<file path="src/rtl/data_descr_sched_rb.sv">
// Descriptor scheduler for the ring-buffer read packeter: waits for a full burst
// to be resident, issues a {addr,discard}/len_m1 descriptor, then frees ring space in completion order.
module data_descr_sched_rb #(
    parameter int RAM_ADDR_WIDTH = 18,
    parameter int DATA_BITS      = 3,
    parameter int OUT_DEPTH_BITS = 3,
    parameter int TIMEOUT_BITS   = 16
) (
    input  logic                               clk,
    input  logic                               rst,
    input  logic [TIMEOUT_BITS-1:0]            cfg_timeout,
    input  logic                               s_cmd_valid,
    output logic                               s_cmd_ready,
    input  logic [RAM_ADDR_WIDTH-1:0]          s_cmd_len_m1,
    input  logic                               s_cmd_discard,
    input  logic [RAM_ADDR_WIDTH:0]            s_wptr,
    output logic                               m_descr_valid,
    input  logic                               m_descr_ready,
    output logic [RAM_ADDR_WIDTH+1-DATA_BITS:0] m_descr_addr,
    output logic [RAM_ADDR_WIDTH-1:0]          m_descr_data,
    input  logic                               s_done_valid,
    output logic [RAM_ADDR_WIDTH:0]            m_rptr,
    output logic [OUT_DEPTH_BITS:0]            m_outstanding,
    output logic [31:0]                        stat_issued,
    output logic [31:0]                        stat_underrun
);

    localparam int PW    = RAM_ADDR_WIDTH + 1;
    localparam int DEPTH = 1 << OUT_DEPTH_BITS;

    localparam logic [OUT_DEPTH_BITS:0]   CNT_ONE = 1;
    localparam logic [OUT_DEPTH_BITS-1:0] PTR_ONE = 1;
    localparam logic [TIMEOUT_BITS-1:0]   TMO_ONE = 1;

    typedef enum logic [1:0] {
        S_IDLE  = 2'd0,
        S_WAIT  = 2'd1,
        S_ISSUE = 2'd2
    } state_t;

    state_t                          r_state;
    state_t                          w_state_nxt;
    logic [PW-1:0]                   r_wptr;
    logic [PW-1:0]                   r_iptr;
    logic [PW-1:0]                   r_rptr;
    logic [TIMEOUT_BITS-1:0]         r_cnt;
    logic [RAM_ADDR_WIDTH-1:0]       r_len_m1;
    logic                            r_disc;
    logic [PW-1:0]                   r_span;
    logic                            r_descr_valid;
    logic [RAM_ADDR_WIDTH+1-DATA_BITS:0] r_descr_addr;
    logic [RAM_ADDR_WIDTH-1:0]       r_descr_data;
    logic [PW-1:0]                   r_descr_span;
    logic [PW-1:0]                   r_fifo [DEPTH];
    logic [OUT_DEPTH_BITS-1:0]       r_wr_ptr;
    logic [OUT_DEPTH_BITS-1:0]       r_rd_ptr;
    logic [OUT_DEPTH_BITS:0]         r_count;
    logic [31:0]                     r_stat_issued;
    logic [31:0]                     r_stat_underrun;

    logic [PW-1:0] w_span_in;
    logic [PW-1:0] w_avail;
    logic          w_has_data;
    logic          w_tmo_hit;
    logic          w_cmd_ready;
    logic          w_cmd_fire;
    logic          w_descr_fire;
    logic          w_push;
    logic          w_pop;
    logic          w_issue_data;
    logic          w_issue_tmo;
    logic          w_cnt_inc;

    // Span rounds the burst up to whole RAM beats; a full-ring burst needs the extra wrap bit.
    assign w_span_in    = (PW'(s_cmd_len_m1 >> DATA_BITS) + PW'(1)) << DATA_BITS;
    assign w_avail      = r_wptr - r_iptr;
    assign w_has_data   = (w_avail >= r_span);
    assign w_tmo_hit    = (cfg_timeout != '0) && (r_cnt == (cfg_timeout - TMO_ONE));
    assign w_cmd_ready  = (r_state == S_IDLE) && (r_count[OUT_DEPTH_BITS] == 1'b0);
    assign w_cmd_fire   = s_cmd_valid && w_cmd_ready;
    assign w_descr_fire = r_descr_valid && m_descr_ready;
    assign w_push       = w_descr_fire;
    // A done pulse against an empty FIFO is spurious and must not move the read pointer.
    assign w_pop        = s_done_valid && (r_count != '0);

    always_comb begin
        w_state_nxt  = r_state;
        w_issue_data = 1'b0;
        w_issue_tmo  = 1'b0;
        w_cnt_inc    = 1'b0;
        case (r_state)
            S_IDLE: begin
                if (w_cmd_fire) w_state_nxt = S_WAIT;
            end
            S_WAIT: begin
                if (w_has_data) begin
                    w_issue_data = 1'b1;
                    w_state_nxt  = S_ISSUE;
                end else if (w_tmo_hit) begin
                    w_issue_tmo = 1'b1;
                    w_state_nxt = S_ISSUE;
                end else begin
                    w_cnt_inc = 1'b1;
                end
            end
            S_ISSUE: begin
                if (w_descr_fire) w_state_nxt = S_IDLE;
            end
            default: w_state_nxt = S_IDLE;
        endcase
    end

    always_ff @(posedge clk or posedge rst) begin
        if (rst) begin
            r_state         <= S_IDLE;
            r_wptr          <= '0;
            r_iptr          <= '0;
            r_rptr          <= '0;
            r_cnt           <= '0;
            r_descr_valid   <= 1'b0;
            r_wr_ptr        <= '0;
            r_rd_ptr        <= '0;
            r_count         <= '0;
            r_stat_issued   <= '0;
            r_stat_underrun <= '0;
        end else begin
            r_state <= w_state_nxt;
            r_wptr  <= s_wptr;

            if (w_cmd_fire)     r_cnt <= '0;
            else if (w_cnt_inc) r_cnt <= r_cnt + TMO_ONE;

            if (w_issue_data || w_issue_tmo) r_descr_valid <= 1'b1;
            else if (w_descr_fire)           r_descr_valid <= 1'b0;

            if (w_descr_fire) begin
                r_iptr        <= r_iptr + r_descr_span;
                r_stat_issued <= r_stat_issued + 32'd1;
            end
            if (w_issue_tmo) r_stat_underrun <= r_stat_underrun + 32'd1;

            if (w_push) r_wr_ptr <= r_wr_ptr + PTR_ONE;
            if (w_pop) begin
                r_rd_ptr <= r_rd_ptr + PTR_ONE;
                r_rptr   <= r_rptr + r_fifo[r_rd_ptr];
            end

            case ({w_push, w_pop})
                2'b10:   r_count <= r_count + CNT_ONE;
                2'b01:   r_count <= r_count - CNT_ONE;
                default: r_count <= r_count;
            endcase
        end
    end

    // Command and descriptor payload: only meaningful while qualified by the FSM, so no reset.
    always_ff @(posedge clk) begin
        if (w_cmd_fire) begin
            r_len_m1 <= s_cmd_len_m1;
            r_disc   <= s_cmd_discard;
            r_span   <= w_span_in;
        end
        if (w_issue_data) begin
            r_descr_addr <= {r_iptr[PW-1:DATA_BITS], r_disc};
            r_descr_data <= r_len_m1;
            r_descr_span <= r_span;
        end else if (w_issue_tmo) begin
            // Starved burst becomes a zero-span discard so iptr stays in step with the producer.
            r_descr_addr <= {r_iptr[PW-1:DATA_BITS], 1'b1};
            r_descr_data <= r_len_m1;
            r_descr_span <= '0;
        end
        if (w_push) r_fifo[r_wr_ptr] <= r_descr_span;
    end

    assign s_cmd_ready   = w_cmd_ready;
    assign m_descr_valid = r_descr_valid;
    assign m_descr_addr  = r_descr_addr;
    assign m_descr_data  = r_descr_data;
    assign m_rptr        = r_rptr;
    assign m_outstanding = r_count;
    assign stat_issued   = r_stat_issued;
    assign stat_underrun = r_stat_underrun;

endmodule

</file>
<file path="config.mk">
export PLATFORM = sky130hd
export DESIGN_NAME = data_descr_sched_rb
export DESIGN_NICKNAME = d
export VERILOG_FILES = /design/src/rtl/data_descr_sched_rb.sv
export SDC_FILE = /design/constraint.sdc
export NUM_CORES = 1
export LEC_CHECK = 0
export CAP_MARGIN = 25
export CORE_MARGIN = 5
export CORE_UTILIZATION = 50
export DETAILED_ROUTE_END_ITERATION = 16
export GPL_TIMING_DRIVEN = 0
export PLACE_DENSITY = 0.77
export SKIP_LAST_GASP = 1
export SLEW_MARGIN = 10
export SYNTH_ARGS = -nofsm -noshare
export SYNTH_HDL_FRONTEND = slang
export SYNTH_SLANG_ARGS = --single-unit
export TNS_END_PERCENT = 5
</file>
<file path="constraint.sdc">
create_clock -name clk -period 10.6 [get_ports clk]
set_input_delay 2.12 -clock clk [delete_from_list [all_inputs] [get_ports clk]]
set_output_delay 2.12 -clock clk [all_outputs]
set_load 0.05 [all_outputs]
</file>
Yosys cells after proc, flatten, opt, wreduce, memory -nomap -nowiden
Memory sizes are Yosys's and may differ from the RTL's.
Cells that the tools add are included.
Word-level totals
  RAM bits: 128
  memories kept: 1
  logic and storage cells: 80
  register bits after elaboration: 236
Memories
  r_fifo: words 8, width 16, rd ports 1, clocked after memory_dff 0, wr ports 1, line 54  | logic [PW-1:0] r_fifo [DEPTH];
Operators by class
  $lt $le $gt $ge: 1
  bitwise gates (word level): 1
  muxes and demuxes: 26
  eq/ne operators: 8
  reduce and logical (&&, ||, !) cells: 14
  add/subtract/negate cells: 12
Operators by type and width (count)
  adder 32 x 1 -> 32 bit (second input constant): 2
  adder 19 bit: 2
  two-way mux 19 bit: 2
  two-way mux 18 bit: 2
  two-way mux 17 bit: 2
  two-way mux 16 bit: 2
  >= comparator 19 bit: 1
  subtractor 19 bit: 1
  adder 15 x 1 -> 16 bit (second input constant): 1
  adder 16 x 1 -> 16 bit (second input constant): 1
  equality test 16 bit: 1
  nonzero test 16 bit: 1
  subtractor 16 x 1 -> 16 bit (second input constant): 1
  two-way mux 1 bit: 12
  two-way mux 2 bit: 4
  one-hot mux 4 bit (2 select lines): 1
  nonzero test 2 bit: 4
  adder 3 x 1 -> 3 bit (second input constant): 2
  one-hot mux 2 bit (3 select lines): 1
  logical AND 1 bit: 5
  adder 4 x 1 -> 4 bit (second input constant): 1
  equality test 2 x 1 -> 1 bit (second input constant): 2
  equality test 2 bit (second input constant): 2
  inequality test 2 bit (second input constant): 2
  7 further kinds: 7

Longest topological paths before layout
Gate-level depths: netlist (run 1).
  depth in word-level cells: 8
  mapped depth: 23

Worst setup path before layout (run 1)
OpenSTA, ideal clock, no wires.
  kind: input to register
  from: in cfg_timeout[2]
  to: reg r_descr_addr[0] (netlist: m_descr_addr[0]), enable pin
  stages: 10
  data arrival time: 5276 ps
  path slack: 4905 ps
  cell sequence: buf_2 > nor3_4 > nand2_1 > or4_1 > a211oi_1 > a21oi_1 > a2111oi_4 > nand2b_1 > buf_2 > nand2b_1
On the way
  cells in the longest elaborated chain, start to end: 7
  elaborated cells between the ends (all ways): 8
RTL lines
  from (decl): line 11  | input logic [TIMEOUT_BITS-1:0] cfg_timeout,
  subtractor 16 x 1 -> 16 bit: line 78  | assign w_tmo_hit = (cfg_timeout != '0) && (r_cnt == (cfg_timeout - TMO_ONE));
  equality test 16 bit: line 78
  logical AND 1 bit *: line 78
  two-way mux 1 bit *: line 99  | end else if (w_tmo_hit) begin
  two-way mux 1 bit *: line 96  | if (w_has_data) begin
  two-way mux 1 bit *: line 91  | case (r_state)
  nonzero test 2 bit (no line) *
  to (signal assigned): line 164  | r_descr_addr <= {r_iptr[PW-1:DATA_BITS], r_disc};
  to (signal assigned): line 169  | r_descr_addr <= {r_iptr[PW-1:DATA_BITS], 1'b1};
  to (decl): line 51  | logic [RAM_ADDR_WIDTH+1-DATA_BITS:0] r_descr_addr;
Mark *: on every way between the ends. The rest lies on a longest branch, timed or not.
A chain may end at the register's enable or synchronous reset.

Worst setup path after layout (run 1)
  from: in cfg_timeout[5]
  to: reg r_descr_addr[4] (netlist: m_descr_addr[4]), enable pin
The elaborated chain is that of the path after synthesis.

==> results.txt, run 1 <==
Across the run, the number of max-cap violations was 0. CTS built an H-tree with a depth of 2. Synthesis instantiated 65 different standard cells from the library. For the core area, the log shows 0.0333 mm^2.

The tools report the kind of launch point of the worst setup path as an input pin. The CTS clock-pin slew for the worst setup and hold paths was 0.06 ns; the transition at the pin with the smallest max-transition slack was 0.995 ns. The finished layout cell area was 0.0207 mm^2. Wires add up to 35,900 um. Input and output buffers added on the ports amount to 178.

The via count of the first global-routing pass came out at 11.1k. Clock tree synthesis found a total of 358 sinks. Total placed instance area: 0.0193 mm^2. STA puts the critical path data required time at 10.83 ns.

Post-CTS timing repair inserted 0 buffers for setup. The flow ran to the end, and the final reports show no timing, DRC or antenna violations. The final total negative setup slack is 0 ns. The total buffers and inverters traversed by the critical path was 3. The tools report the total routing resource utilization after global routing as 0.195.

The global-route wire length before repair is 58,200 um. In this run the power density over the cells is 267 mW/mm^2. The worst min-delay path class is reg -> reg. The die span in x came out at 193 um. After synthesis the netlist holds a flip-flop and latch count of 358. The floorplan step defined a die boundary enclosing 0.0373 mm^2. The stage delay of the slowest cell on the critical path was 0.66 ns; the final hold slack was 0.418 ns.

The run gives 0 as the initial antenna violation count. The total setup violations reported at the end of the flow is 0, and the maximum clock insertion buffer count is 3. Setup repair after global routing left no endpoint under its margin. At the end of the flow, the number of nets in the layout was 1,663. Ranked by instance count, the synthesized netlist is headed by 214 x sky130_fd_sc_hd__edfxtp_1, 144 x sky130_fd_sc_hd__dfrtp_1, 108 x sky130_fd_sc_hd__nand2_1. By instance count, the leading cell after synthesis is sky130_fd_sc_hd__edfxtp_1.

The largest net degree at the start of global routing is 93, and the area share of the largest cell type after synthesis is 0.383. The mean instance size in the synthesized netlist works out to 13.0 um^2. The clock tree skew after final layout is 0.0242 ns, and the area added between synthesis and finish is 23.4%.

The wire-length estimate of the detail-placed layout is 25,800 um. The analysis attributes to cell leakage a power of 8.20 nW. The number of gates resized after CTS is 0. The initial cell density of the core came out at 0.504. The tools report the share of synthesized area occupied by flip-flops and latches as 0.598. The TritonCTS buffer count is 39. At the later pin of the worst-skew pair, clock insertion delay measures 0.53 ns.

The logs give 0 for the number of DRC violations after detailed routing and 184 MHz for the maximum clock rate. The tree is rooted in a sky130_fd_sc_hd__clkbuf_16. The kind of cell with the highest combined delay along the critical path is simple AND/OR/NAND/NOR gates.

Yosys attributes the largest share of cell area to sky130_fd_sc_hd__edfxtp_1 38%, sky130_fd_sc_hd__dfrtp_1 21%, sky130_fd_sc_hd__ha_1 5.3%. The repair_antennas step left the layout with diodes totalling 0. The total via count in the routed design was 10.8k; the number of warnings printed during yosys synthesis was 0.

For this run, the detailed router's first-pass iteration total came to 7. The mean number of vias per cell was 5.39. Walking the worst path, the cells encountered are clkdlybuf4s50_1 > nor4_4 > nand4_1 > nor3_1 > xnor2_1 > o211ai_1 > a2111oi_4 > nand2b_1 > buf_2 > nand2b_2 > buf_12.

The proportion of layout cells with a drive suffix above 1 works out to 0.106. Along the worst path, the maximum fanout reaches 35. The tools report the hold violation total from the final report as 0. The slowest cell on the critical path is sky130_fd_sc_hd__a2111oi_4. The async set-reset flop share out of synthesis is 0.402. VDD sags by at most 0.146 mV.

Kind of critical path: in -> reg. The post-layout minimum cycle time was 5.42 ns. The headroom to the max-slew limit is 0.328. Summed over all instances, the cell type with the most area after synthesis is sky130_fd_sc_hd__edfxtp_1. After detailed routing, the average wire length per cell comes to 17.9 um. The nature of the critical path endpoint is a register. The floorplan has 67 rows.

The I/O pin count is 183, and the die boundary height is 193 um. The first routing iteration left 670 violations. The most used flip-flop cell after synthesis is sky130_fd_sc_hd__edfxtp_1. The run gives 0.919 as the final weighted congestion of routability-driven global placement.

The data arrival time of the critical path is 5.65 ns, and the sum of overflow across all layers after global routing is 0. Number of antenna-violating nets in the routed design: 0. The tools report the gate count of the mapped netlist as 1,291.

The count of final max-slew check failures came out at 0. The final critical-path share of the clock period is 0.512, and the number of hold buffers added after cts is 0. Yosys mapped a number of flops with a built-in enable equal to 214. The mapped cell area came out at 0.0168 mm^2. TritonCTS built the clock tree.
[cell type report]
| class | instances | area [um^2] |
|---|---|---|
| Sequential cell | 358 | 10000 |
| Inverter | 63 | 244 |
| Clock buffer | 45 | 1010 |
| Fill cell | 2502 | 12600 |
| Tap cell | 448 | 561 |
| Multi-Input combinational cell | 831 | 6370 |
| Buffer | 41 | 178 |
| Timing Repair Buffer | 195 | 2000 |
| Clock inverter | 26 | 307 |
[report_power, final]
part	switching [mW]	internal, mW
Clock	0.552	0.835
Combinational	1.27	0.934
Sequential	0.180	1.76
Total	2.00	3.53
[kinds of logic after synthesis]
logic type / share of synthesized area
AND/OR/NAND/NOR: 0.122
flip-flops: 0.598
AO/OA/AOI/OAI: 0.0593
XOR/XNOR: 0.0763
buffers and inverters: 0.0246
adder cells (fa/ha/maj): 0.0578
multiplexers: 0.0611
other: 0.000224
[layer usage]
metal	vias to the layer above	GRT usage	part of all wire
met5	-	0	0
met4	0	0.0542	0.025
met3	59	0.0340	0.052
met2	262	0.337	0.50
met1	5314	0.256	0.42
li1	5185	-	-
[metrics by stage]
step	util	total power [mW]	instances	worst slack (ns)
6_report	0.622	5.53	2007	5.18
2_1_floorplan	-	3.54	1293	4.61
5_1_grt	0.622	5.87	2007	4.76
4_1_cts	0.621	5.56	2005	5.18
3_5_place_dp	0.581	4.15	1934	4.63
3_3_place_gp	0.574	4.06	1919	2.46
[final timing paths]
check	startpoint	to	slack (ns)	depth (start not counted)
min in group asynchronous	rst	stat_issued[10]$_DFFE_PP0P_	2.03	2
worst max register to register	r_iptr[3]$_DFFE_PP0P_	m_descr_addr[4]$_DFFE_PP_	5.41	21
worst min register to register	r_len_m1[14]$_DFFE_PP_	m_descr_data[14]$_DFFE_PP_	0.42	0
max in group asynchronous	rst	r_wptr[15]$_DFF_PP0_	7.78	3
worst min-delay path	r_len_m1[14]$_DFFE_PP_	m_descr_data[14]$_DFFE_PP_	0.42	0
worst max-delay path	cfg_timeout[5]	m_descr_addr[4]$_DFFE_PP_	5.18	11
[cell usage in the layout (no fill, tap or decap), types with 32 or more instances in the layout]
cell / n
sky130_fd_sc_hd__o21ai_0: 45
sky130_fd_sc_hd__edfxtp_1: 214
sky130_fd_sc_hd__ha_1: 71
sky130_fd_sc_hd__nor2_1: 68
sky130_fd_sc_hd__xnor2_1: 85
sky130_fd_sc_hd__mux4_2: 32
sky130_fd_sc_hd__inv_1: 62
sky130_fd_sc_hd__nand2_1: 108
sky130_fd_sc_hd__clkbuf_16: 39
sky130_fd_sc_hd__nand3_1: 43
sky130_fd_sc_hd__xor2_1: 61
sky130_fd_sc_hd__dfrtp_1: 144
sky130_fd_sc_hd__clkdlybuf4s50_1: 178
[sequential cells by signal, indices dropped and copies added (netlist names)]
signal         cells
r_span            16
m_descr_data      18
m_outstanding      4
stat_issued       32
r_wr_ptr           3
r_disc             1
r_state            2
r_len_m1          18
stat_underrun     32
m_descr_addr      17
r_wptr            19
m_rptr            16
r_fifo           128
r_cnt             16
m_descr_valid      1
r_iptr            16
r_rd_ptr           3
r_descr_span      16
Power figures use the tool's default switching activity.
==> run 2: changes to the inputs <==
==> constraint.sdc (replaced) <==
create_clock -name clk -period 5.6 [get_ports clk]
set_input_delay 1.12 -clock clk [delete_from_list [all_inputs] [get_ports clk]]
set_output_delay 1.12 -clock clk [all_outputs]
set_load 0.05 [all_outputs]
==> results of run 2 <==
Same layout as run 1 (identical final DEF). Status: complete, no violations.
Main changes from that run: setup slack after placement 4.63 ns -> 0.422 ns; setup slack after layout 5.18 ns -> 0.407 ns; start point of the critical path cfg_timeout[5] -> r_iptr[3]$_DFFE_PP0P_; register-to-register setup slack 5.41 ns -> 0.41 ns; total power 5.53 mW -> 10.5 mW; worst IR drop on VDD 0.146 mV -> 0.276 mV
